`src/rtl/muldiv_seq.sv`:
```
// Iterative RV32M multiply/divide sequencer for the EX stage: radix-2 shift-add multiply,
// restoring divide, one iteration per cycle, with a stall request held while busy.
module muldiv_seq #(
    parameter int XLEN = 32
) (
    input  logic            clk,
    input  logic            reset,
    input  logic            MulDivE,
    input  logic [2:0]      Funct3E,
    input  logic [XLEN-1:0] SrcAE,
    input  logic [XLEN-1:0] SrcBE,
    input  logic            FlushE,
    output logic            StallMD,
    output logic            DoneE,
    output logic [XLEN-1:0] ResultE
);

    localparam int CW = $clog2(XLEN) + 1;

    typedef enum logic [1:0] {IDLE, MUL, DIV, DONE} state_t;

    state_t            state_q, state_d;
    logic [CW-1:0]     cnt_q, cnt_d;
    logic [XLEN-1:0]   opnd_q, opnd_d;
    logic [2*XLEN-1:0] acc_q, acc_d;
    logic              neg_res_q, neg_res_d;
    logic              neg_rem_q, neg_rem_d;
    logic [2:0]        f3_q, f3_d;

    logic              sign_a, sign_b, neg_a, neg_b;
    logic [XLEN-1:0]   abs_a, abs_b;
    logic              div_zero, div_ovf;
    logic [XLEN:0]     mul_sum, div_rem, div_diff;
    logic              div_ge;
    logic [XLEN-1:0]   acc_hi, acc_lo, quot_fix, rem_fix;
    logic [2*XLEN-1:0] prod_fix;
    logic [XLEN-1:0]   result;

    // Operand signedness per funct3: MULH both, MULHSU rs1 only, DIV/REM both.
    always_comb begin
        sign_a   = Funct3E[2] ? ~Funct3E[0] : (Funct3E[1:0] == 2'b01 || Funct3E[1:0] == 2'b10);
        sign_b   = Funct3E[2] ? ~Funct3E[0] : (Funct3E[1:0] == 2'b01);
        neg_a    = sign_a & SrcAE[XLEN-1];
        neg_b    = sign_b & SrcBE[XLEN-1];
        abs_a    = neg_a ? -SrcAE : SrcAE;
        abs_b    = neg_b ? -SrcBE : SrcBE;
        div_zero = (SrcBE == '0);
        div_ovf  = ~Funct3E[0] & (SrcAE == {1'b1, {(XLEN-1){1'b0}}}) & (SrcBE == '1);
    end

    // One datapath iteration: acc holds {hi, multiplier} for MUL and {rem, quot} for DIV.
    always_comb begin
        acc_hi   = acc_q[2*XLEN-1:XLEN];
        acc_lo   = acc_q[XLEN-1:0];
        mul_sum  = {1'b0, acc_hi} + (acc_q[0] ? {1'b0, opnd_q} : '0);
        div_rem  = acc_q[2*XLEN-1:XLEN-1];
        div_diff = div_rem - {1'b0, opnd_q};
        div_ge   = (div_rem >= {1'b0, opnd_q});
        prod_fix = neg_res_q ? -acc_q : acc_q;
        quot_fix = neg_res_q ? -acc_lo : acc_lo;
        rem_fix  = neg_rem_q ? -acc_hi : acc_hi;
        case (f3_q)
            3'b000:                 result = prod_fix[XLEN-1:0];
            3'b001, 3'b010, 3'b011: result = prod_fix[2*XLEN-1:XLEN];
            3'b100, 3'b101:         result = quot_fix;
            default:                result = rem_fix;
        endcase
    end

    always_comb begin
        state_d   = state_q;
        cnt_d     = cnt_q;
        opnd_d    = opnd_q;
        acc_d     = acc_q;
        neg_res_d = neg_res_q;
        neg_rem_d = neg_rem_q;
        f3_d      = f3_q;
        case (state_q)
            IDLE: begin
                if (MulDivE && !FlushE) begin
                    f3_d      = Funct3E;
                    cnt_d     = CW'(XLEN);
                    neg_res_d = neg_a ^ neg_b;
                    neg_rem_d = neg_a;
                    if (!Funct3E[2]) begin
                        opnd_d  = abs_a;
                        acc_d   = {{XLEN{1'b0}}, abs_b};
                        state_d = MUL;
                    end else if (div_zero || div_ovf) begin
                        // Results are final as loaded, so the DONE sign fix is disabled.
                        neg_res_d = 1'b0;
                        neg_rem_d = 1'b0;
                        cnt_d     = '0;
                        acc_d     = div_zero ? {SrcAE, {XLEN{1'b1}}} : {{XLEN{1'b0}}, SrcAE};
                        state_d   = DONE;
                    end else begin
                        opnd_d  = abs_b;
                        acc_d   = {{XLEN{1'b0}}, abs_a};
                        state_d = DIV;
                    end
                end
            end
            MUL: begin
                acc_d   = {mul_sum, acc_lo[XLEN-1:1]};
                cnt_d   = cnt_q - 1'b1;
                state_d = FlushE ? IDLE : (cnt_q == 1 ? DONE : MUL);
            end
            DIV: begin
                acc_d   = div_ge ? {div_diff[XLEN-1:0], acc_lo[XLEN-2:0], 1'b1}
                                 : {div_rem[XLEN-1:0], acc_lo[XLEN-2:0], 1'b0};
                cnt_d   = cnt_q - 1'b1;
                state_d = FlushE ? IDLE : (cnt_q == 1 ? DONE : DIV);
            end
            default: state_d = IDLE;
        endcase
    end

    always_ff @(posedge clk or posedge reset) begin
        if (reset) begin
            state_q   <= IDLE;
            cnt_q     <= '0;
            opnd_q    <= '0;
            acc_q     <= '0;
            neg_res_q <= 1'b0;
            neg_rem_q <= 1'b0;
            f3_q      <= '0;
        end else begin
            state_q   <= state_d;
            cnt_q     <= cnt_d;
            opnd_q    <= opnd_d;
            acc_q     <= acc_d;
            neg_res_q <= neg_res_d;
            neg_rem_q <= neg_rem_d;
            f3_q      <= f3_d;
        end
    end

    always_comb begin
        StallMD = ~reset & (((state_q == IDLE) & MulDivE & ~FlushE) |
                            (state_q == MUL) | (state_q == DIV));
        DoneE   = (state_q == DONE) & ~FlushE;
        ResultE = DoneE ? result : '0;
    end

endmodule

```
`config.mk`:
```
export PLATFORM = sky130hd
export DESIGN_NAME = muldiv_seq
export DESIGN_NICKNAME = d
export VERILOG_FILES = /design/src/rtl/muldiv_seq.sv
export SDC_FILE = /design/constraint.sdc
export NUM_CORES = 1
export LEC_CHECK = 0
export ABC_AREA = 1
export BUFFER_PORTS_ARGS = -buffer_cell sky130_fd_sc_hd__buf_2
export CAP_MARGIN = 10
export CORE_UTILIZATION = 37
export CTS_CLUSTER_DIAMETER = 100
export DETAILED_ROUTE_END_ITERATION = 6
export GPL_ROUTABILITY_DRIVEN = 0
export PLACE_DENSITY_LB_ADDON = 0.2
export REMOVE_ABC_BUFFERS = 1
export SETUP_SLACK_MARGIN = 0.05
export SLEW_MARGIN = 20
export SYNTH_ARGS = -nofsm -noshare
export SYNTH_HDL_FRONTEND = slang
export SYNTH_SLANG_ARGS = --single-unit
```
`constraint.sdc`:
```
create_clock -name clk -period 4.25 [get_ports clk]
set_input_delay 0.85 -clock clk [delete_from_list [all_inputs] [get_ports clk]]
set_output_delay 0.85 -clock clk [all_outputs]
set_load 0.03 [all_outputs]
```
* After elaboration in Yosys (flattened, before gate mapping) *
Cells that the tools add are included.

storage, ports and cells
  register bits = 109
  output and inout bits = 34
  input port bits = 71
  logic and storage cells = 95

cells by class
  add/subtract/negate cells = 8
  reduce and logical (&&, ||, !) cells = 16
  multiplexer cells = 34
  bitwise logic cells = 14
  order comparisons = 1
  equality and inequality tests = 15

operators with widths
  kind                  number
  $mux 64               6
  $mux 32               8
  $pmux 64 s3           1
  $neg 32->32           4
  $pmux 32 s3           1
  $eq 32x32->1 const B  2
  $neg 64->64           1
  $add 32x32->33        1
  $ge 33x32->1          1
  $logic_not 32->1      1
  $sub 32x32->32        1
  $mux 6                3
  $pmux 6 s2            1
  $mux 2                5
  $and 1x1->1           8
  $mux 1                8
  $eq 2x2->1 const B    3
  $eq 3x2->1 const B    2
  $eq 3x3->1 const B    2
  $eq 6x1->1 const B    1
  $pmux 2 s3            1
  $reduce_and 2->1      3
  $sub 6x1->6 const B   1
  $eq 2x1->1 const B    2
  other kinds (15)      21

* Longest topological paths before layout *
Gate-level depths: netlist of run 1.

  word-level depth = 9
  depth in mapped cells = 21
  gate-level depth less buffers = 19

* Least setup slack after synthesis of run 1 *
OpenSTA, ideal clock, no wires.

  path type = reg-to-output
  start point = register acc_q[0]
  end point = output port ResultE[16]
  buffers on the path = 1
  required time = 3,400 ps
  path slack = 1,103 ps
  stages on the path, launching flop included = 16
  data arrival time = 2,297 ps
  cells stage by stage = dfrtp_1 buf_6 inv_2 ha_1 nand3_2 nor2_2 nand2_2 nor2_2 inv_2 nor2_2 nand3_1 nand2_2 nand2_1 a21oi_1 o21ai_1 a21oi_1

on the way
  cells in the longest elaborated chain, start to end = 4

ends and longest elaborated chain
  what                                               line    RTL
  start: declaration                                 25      logic [2*XLEN-1:0] acc_q, acc_d;
  start signal: assignment                           123     acc_q <= '0;
  start signal: assignment                           131     acc_q <= acc_d;
  $neg 64->64 / $neg 32->32 (equally long branches)  59, 60
  $mux 64 / $mux 32 (equally long branches)          59, 60
  $pmux 32 s3 *                                      62      case (f3_q)
  $mux 32 *                                          142     ResultE = DoneE ? result : '0;
  end: declaration                                   15      output logic [XLEN-1:0] ResultE

Mark *: on every way between the ends. The rest lies on a longest branch, timed or not.

* Worst setup path in the final report of run 1 *
  start point = register acc_q[1]
  end point = output port ResultE[30]

Same word-level chain as after synthesis.

==> flow_summary.ini, run 1 <==
[synth]
ys.flop_type = dfrtp_1
ys_ff_latch = 109
synth_top_area_share_pct = 20.41
synth_warnings = 0
async_flop_share_pct = 100.0
syn-cell-area_mm2 = 0.01714
synth.distinct_cells = 57
yosysTopAreaCell = nand2_1
synth_edf_count = 0
ys_seq_area_share_pct = 15.91
postSynthAreaPerCell_um2 = 5.489
synthCells = 3123
synth_area_leaders = nand2_1 (20%), dfrtp_1 (16%), inv_1 (10%), nand3_1 (8.1%), nor2_1 (8.0%)

[pwr]
switchingPower_uw = 10600
switching_share_pct = 64.34
power_frac_comb_pct = 80.2
power.share.sequential_pct = 13.8
p_total_uw = 16480
powerDensity_mw_per_mm2 = 883.4
p_clk_share_pct = 6.0
p_leak_uw = 0.009792
p_int_uw = 5876
max-vdd-ir-drop_mv = 0.4718

[global_route]
grt_max_degree = 113
track_usage_pct = 33.80
grt_pass1_wl_mm = 120.2
grt_overflow = 0
antenna_found_initial = 1
grt_pass1_vias = 19940

[drt]
vias_per_cell = 5.743
routed_wl_mm = 81.12
drc = 0
first_iter_violations = 3337
drtPass1Iterations = 7
ant_nets = 0
wl_per_cell_um = 21.42
vias = 21750

[timing]
worst_slack_ns = 0.1564
setup_viol = 0
post-route-period-util_pct = 96.32
max-slew-margin-rel_pct = 34.17
grt_setup_unrepaired = false
fin_crit_ns = 4.094
finalHoldViolCount = 0
worst_pin_slew_ns = 0.9864
final_max_slew_viol_count = 0
finClkSkew_ns = 0.01660
max_freq_mhz = 244.3

[die]
die-area_mm2 = 0.04719
core_area_mm2 = 0.04558
io-pin-count = 105
die_w_um = 217.2
placementRows = 78
die_h_um = 217.2
initial_utilization_pct = 37.61

[critical_path]
setup.worst_path.start = acc_q[1]
r2r-start = acc_q[60]
critPathKind = register to output pin
critPathRequiredTime_ns = 3.40
endpoint_kind = output pin
r2r_end = acc_q[54]
cp-start-kind = register
crit_fanout = 7
crit_arrival_ns = 3.24
r2r_cells = 14
r2r_setup_slack_ns = 0.71

[clock_network]
htree_levels = 3
clkSinkCount = 109
cts_tree = built
cts_max_path_buffers = 2
numCtsBuffers = 9
cts_hold_buf = 0
cts-root-buf = clkbuf_16
insertion_delay_ns = 0.39
path_clk_slew_ns = 0.09

[status]
status = finished clean

[finish]
seq_area_mm2 = 0.002729
fillers = 5077
drive_above_1_share_pct = 8.127
syn2layout_area_growth_pct = 8.810
multi_input_area_mm2 = 0.01208
fin_util_pct = 40.92
nNetsFinal = 3332
layout.cells.non_filler = 3787
final_cell_area_mm2 = 0.01865
mostFrequentLayoutCells = nand2_1 (932), inv_1 (468), nor2_1 (362)
antenna_cells = 0
mostFrequentLayoutCell = nand2_1

[hold_path]
hold_path_depth = 2
min_from = acc_q[1]
min_path_type = register to register
min_to = acc_q[1]

[placement]
dp.cells = 3771
io_buffers = 104
dp_slack_ns = 0.7042
dp_hpwl_mm = 65.73
place_area_mm2 = 0.01831

[job]
drv_cap = 0
==> kinds of logic (layout without fill, tap and decap cells) <==
family,count (synthesis),after routing,share of synthesized area (%)
AND/OR/NAND/NOR,1727,1727,42.51
buffers and inverters,596,660,13.77
AO/OA/AOI/OAI,512,512,16.82
flip-flops,109,109,15.91
XOR/XNOR,97,97,4.956
adder cells (fa/ha/maj),79,79,5.854
multiplexers,3,3,0.1752
==> registers in the layout, indices dropped and copies added (netlist names) <==
register	count
acc_q	64
opnd_q	32
cnt_q	6
f3_q	3
state_q	2
neg_rem_q	1
neg_res_q	1
==> power groups by stage <==
stage	clock (uW)	combinational, uW	sequential [uW]
after floorplan	0	8210	2100
after global placement	0	12600	2220
after detailed placement	0	12700	2240
after CTS	997	12700	2220
after global routing	1040	14200	2290
final	993	13200	2270
==> worst max path at each step <==
| stage | end | slack, ns | cells after the start |
|---|---|---|---|
| after global placement | ResultE[30] | 0.74 | 14 |
| after floorplan | acc_q[21] | -2.10 | 10 |
| after detailed placement | ResultE[30] | 0.70 | 14 |
| after global routing | ResultE[30] | 0.09 | 14 |
| final | ResultE[30] | 0.16 | 14 |
| after CTS | ResultE[30] | 0.27 | 14 |
==> timing repair <==
item / CTS / global route
gates resized for setup: 0 / 1
endpoints found under the setup margin: 0 / 2
setup buffers: 0 / 0
==> area by class of cell <==
| type | count | share of cell area, % |
|---|---|---|
| Tap cell | 600 | 4.025 |
| Clock buffer | 9 | 1.207 |
| Multi-Input combinational cell | 2418 | 64.74 |
| Clock inverter | 7 | 0.5903 |
| Inverter | 491 | 9.908 |
| Timing Repair Buffer | 153 | 4.897 |
| Sequential cell | 109 | 14.63 |
==> Yosys cell counts (33+ instances only) <==
library cell / number
o21ai_1: 40
o22ai_1: 33
a21oi_1: 195
xor2_1: 79
o21ai_0: 147
nor3_1: 35
nand3_1: 277
nor2_1: 367
inv_1: 469
ha_1: 77
dfrtp_1: 109
nand4_1: 51
nand2_1: 932
clkbuf_1: 67
==> stage by stage <==
| stage | hold WS (ns) | TNS [ns] |
|---|---|---|
| after global routing | 0.5400 | 0 |
| final | 0.5017 | 0 |
| after detailed placement | 0.4758 | 0 |
| after floorplan | 0.4490 | -72.14 |
| after global placement | 0.4677 | 0 |
| after CTS | 0.4977 | 0 |
==> layer usage <==
metal / routed length [um] / vias to the layer above / track usage, %
met5: 13 / - / 0
met3: 9460 / 248 / 5.996
li1: - / 10130 / -
met2: 35070 / 1418 / 53.06
met1: 31840 / 9952 / 44.42
met4: 4737 / 2 / 16.69
==> critical path, cell delays in order, from the launching register on <==
cell and delay, ns:
dfrtp_1 0.39, inv_1 0.15, ha_2 0.33, nand3_2 0.15, nor2_2 0.17, nand2_2 0.17
nor2_2 0.18, nand3_1 0.08, nand2_1 0.14, nand2_1 0.19, xor2_1 0.19, o21ai_1 0.29
inv_1 0.08, a21oi_1 0.12, buf_2 0.21
Note: power is estimated with default switching activity, not from simulation.
==> run 2, diff against run 1 <==
--- a/config.mk
+++ b/config.mk
@@ -9,4 +9,5 @@
 export BUFFER_PORTS_ARGS = -buffer_cell sky130_fd_sc_hd__buf_2
 export CAP_MARGIN = 10
+export CORE_MARGIN = 2
 export CORE_UTILIZATION = 37
 export CTS_CLUSTER_DIAMETER = 100
==> constraint.sdc (replaced) <==
create_clock -name clk -period 4.25 [get_ports clk]
set_input_delay 0.425 -clock clk [delete_from_list [all_inputs] [get_ports clk]]
set_output_delay 0.425 -clock clk [all_outputs]
set_load 0.03 [all_outputs]
==> flow_summary.ini, run 2 (same netlist as run 1, synthesis figures left out) <==
[die]
io-pin-count = 105
core_area_mm2 = 0.04558
die_h_um = 219.2
die_w_um = 219.2
die-area_mm2 = 0.04807
placementRows = 78
initial_utilization_pct = 37.61

[drt]
vias_per_cell = 5.761
drc = 1
first_iter_violations = 2864
drtPass1Iterations = 7
wl_per_cell_um = 21.12
vias = 21730
ant_nets = 0
routed_wl_mm = 79.65

[placement]
dp_hpwl_mm = 64.52
dp_slack_ns = 0.9273
io_buffers = 104
dp.cells = 3756

[critical_path]
cp-start-kind = register
endpoint_kind = output pin
critPathKind = register to output pin
crit_fanout = 14
critPathRequiredTime_ns = 3.83
crit_arrival_ns = 3.37
r2r_cells = 13

[finish]
fillers = 5125
antenna_cells = 0
largest_reg_flops = 64
drive_above_1_share_pct = 7.661
layout.cells.non_filler = 3772
mostFrequentLayoutCells = nand2_1 (932), inv_1 (468), nor2_1 (362)
top_regs = acc_q x64, opnd_q x32, cnt_q x6
syn2layout_area_growth_pct = 7.868
top_register = acc_q
mostFrequentLayoutCell = nand2_1
nNetsFinal = 3317

[clock_network]
cts_setup_buffers = 0
path_clk_slew_ns = 0.09
cts_max_path_buffers = 2
cts-root-buf = clkbuf_16
cts_tree = built
numCtsBuffers = 9
htree_levels = 3
cts_hold_buf = 0
clkSinkCount = 109
insertion_delay_ns = 0.39
post_cts_resized = 0

[status]
violations = DRC
status = finished, violations left

[timing]
final_max_slew_viol_count = 0
setup_viol = 0
tns_ns = 0
grt_setup_unrepaired = false
max-slew-margin-rel_pct = 30.20
worst_pin_slew_ns = 1.046
worst_slack_ns = 0.4580
fin_crit_ns = 3.792
finClkSkew_ns = 0.01866
post-route-period-util_pct = 89.22
max_freq_mhz = 263.7
finalHoldViolCount = 0

[global_route]
grt_util_met1_pct = 43.75
grt_pass1_wl_mm = 119.7
grt_pass1_vias = 20160
use_met2_pct = 50.09
grt_max_degree = 97
antenna_found_initial = 2
met3_usage_pct = 6.306
busiest_layer = met2
track_usage_pct = 32.90
grt_overflow = 0

[job]
drv_cap = 0

[pwr]
p_leak_uw = 0.009690
max-vdd-ir-drop_mv = 0.3709
p_total_uw = 15940
powerDensity_mw_per_mm2 = 862.0

[hold_path]
min_path_type = primary input to asynchronous set/reset pin
-- run 2: layout make-up --
class	instances	area [um2]	area share [%]
sequential	109	2729	14.76
timing repair buffer	138	800.8	4.331
multi-input combinational	2418	12070	65.29
tap	600	750.7	4.060
clock buffer	9	225.2	1.218
inverter	491	1848	9.995
clock inverter	7	63.81	0.3451
-- run 2: metrics by stage --
step                utilization, %  cell area [um2]  hold slack [ns]
floorplan                        -            16630           0.4490
global placement             39.94            18200           0.4743
detailed placement           39.94            18200           0.4786
CTS                          40.57            18490           0.2373
global route                 40.57            18490           0.2660
finish                       40.57            18490           0.2093
-- run 2: worst max-delay path, stage by stage, from the launching register on --
cell	delay [ns]
dfrtp_1	0.62
inv_2	0.18
ha_1	0.24
nand3_2	0.14
nor2_2	0.16
nand2_2	0.14
nor2_2	0.19
nand3_1	0.09
nand2_1	0.12
nand2_1	0.21
xor2_1	0.20
o21ai_1	0.28
inv_1	0.09
a21oi_1	0.12
buf_2	0.21
-- run 2: worst paths after layout --
check / from / to / slack (ns)
min: reset / cnt_q[4] / 0.21
max in group asynchronous: reset / acc_q[37] / 3.21
min in group clk: Funct3E[1] / f3_q[1] / 0.31
min reg2reg: acc_q[1] / acc_q[1] / 0.52
max reg2reg: acc_q[0] / acc_q[44] / 0.80
max: acc_q[0] / ResultE[30] / 0.46
-- run 2: metal layers --
layer	vias up	share of wire, %
li1	10110	-
met1	9988	40
met2	1365	42
met3	263	11
met4	2	6.1
met5	-	0.014
-- run 2: power breakdown --
| part | leakage (uW) | total [uW] | internal [uW] | switching, uW |
|---|---|---|---|---|
| logic | 0.00821 | 12500 | 3720 | 8740 |
| clock network | 0.000136 | 911 | 413 | 498 |
| registers | 0.00135 | 2570 | 1540 | 1020 |
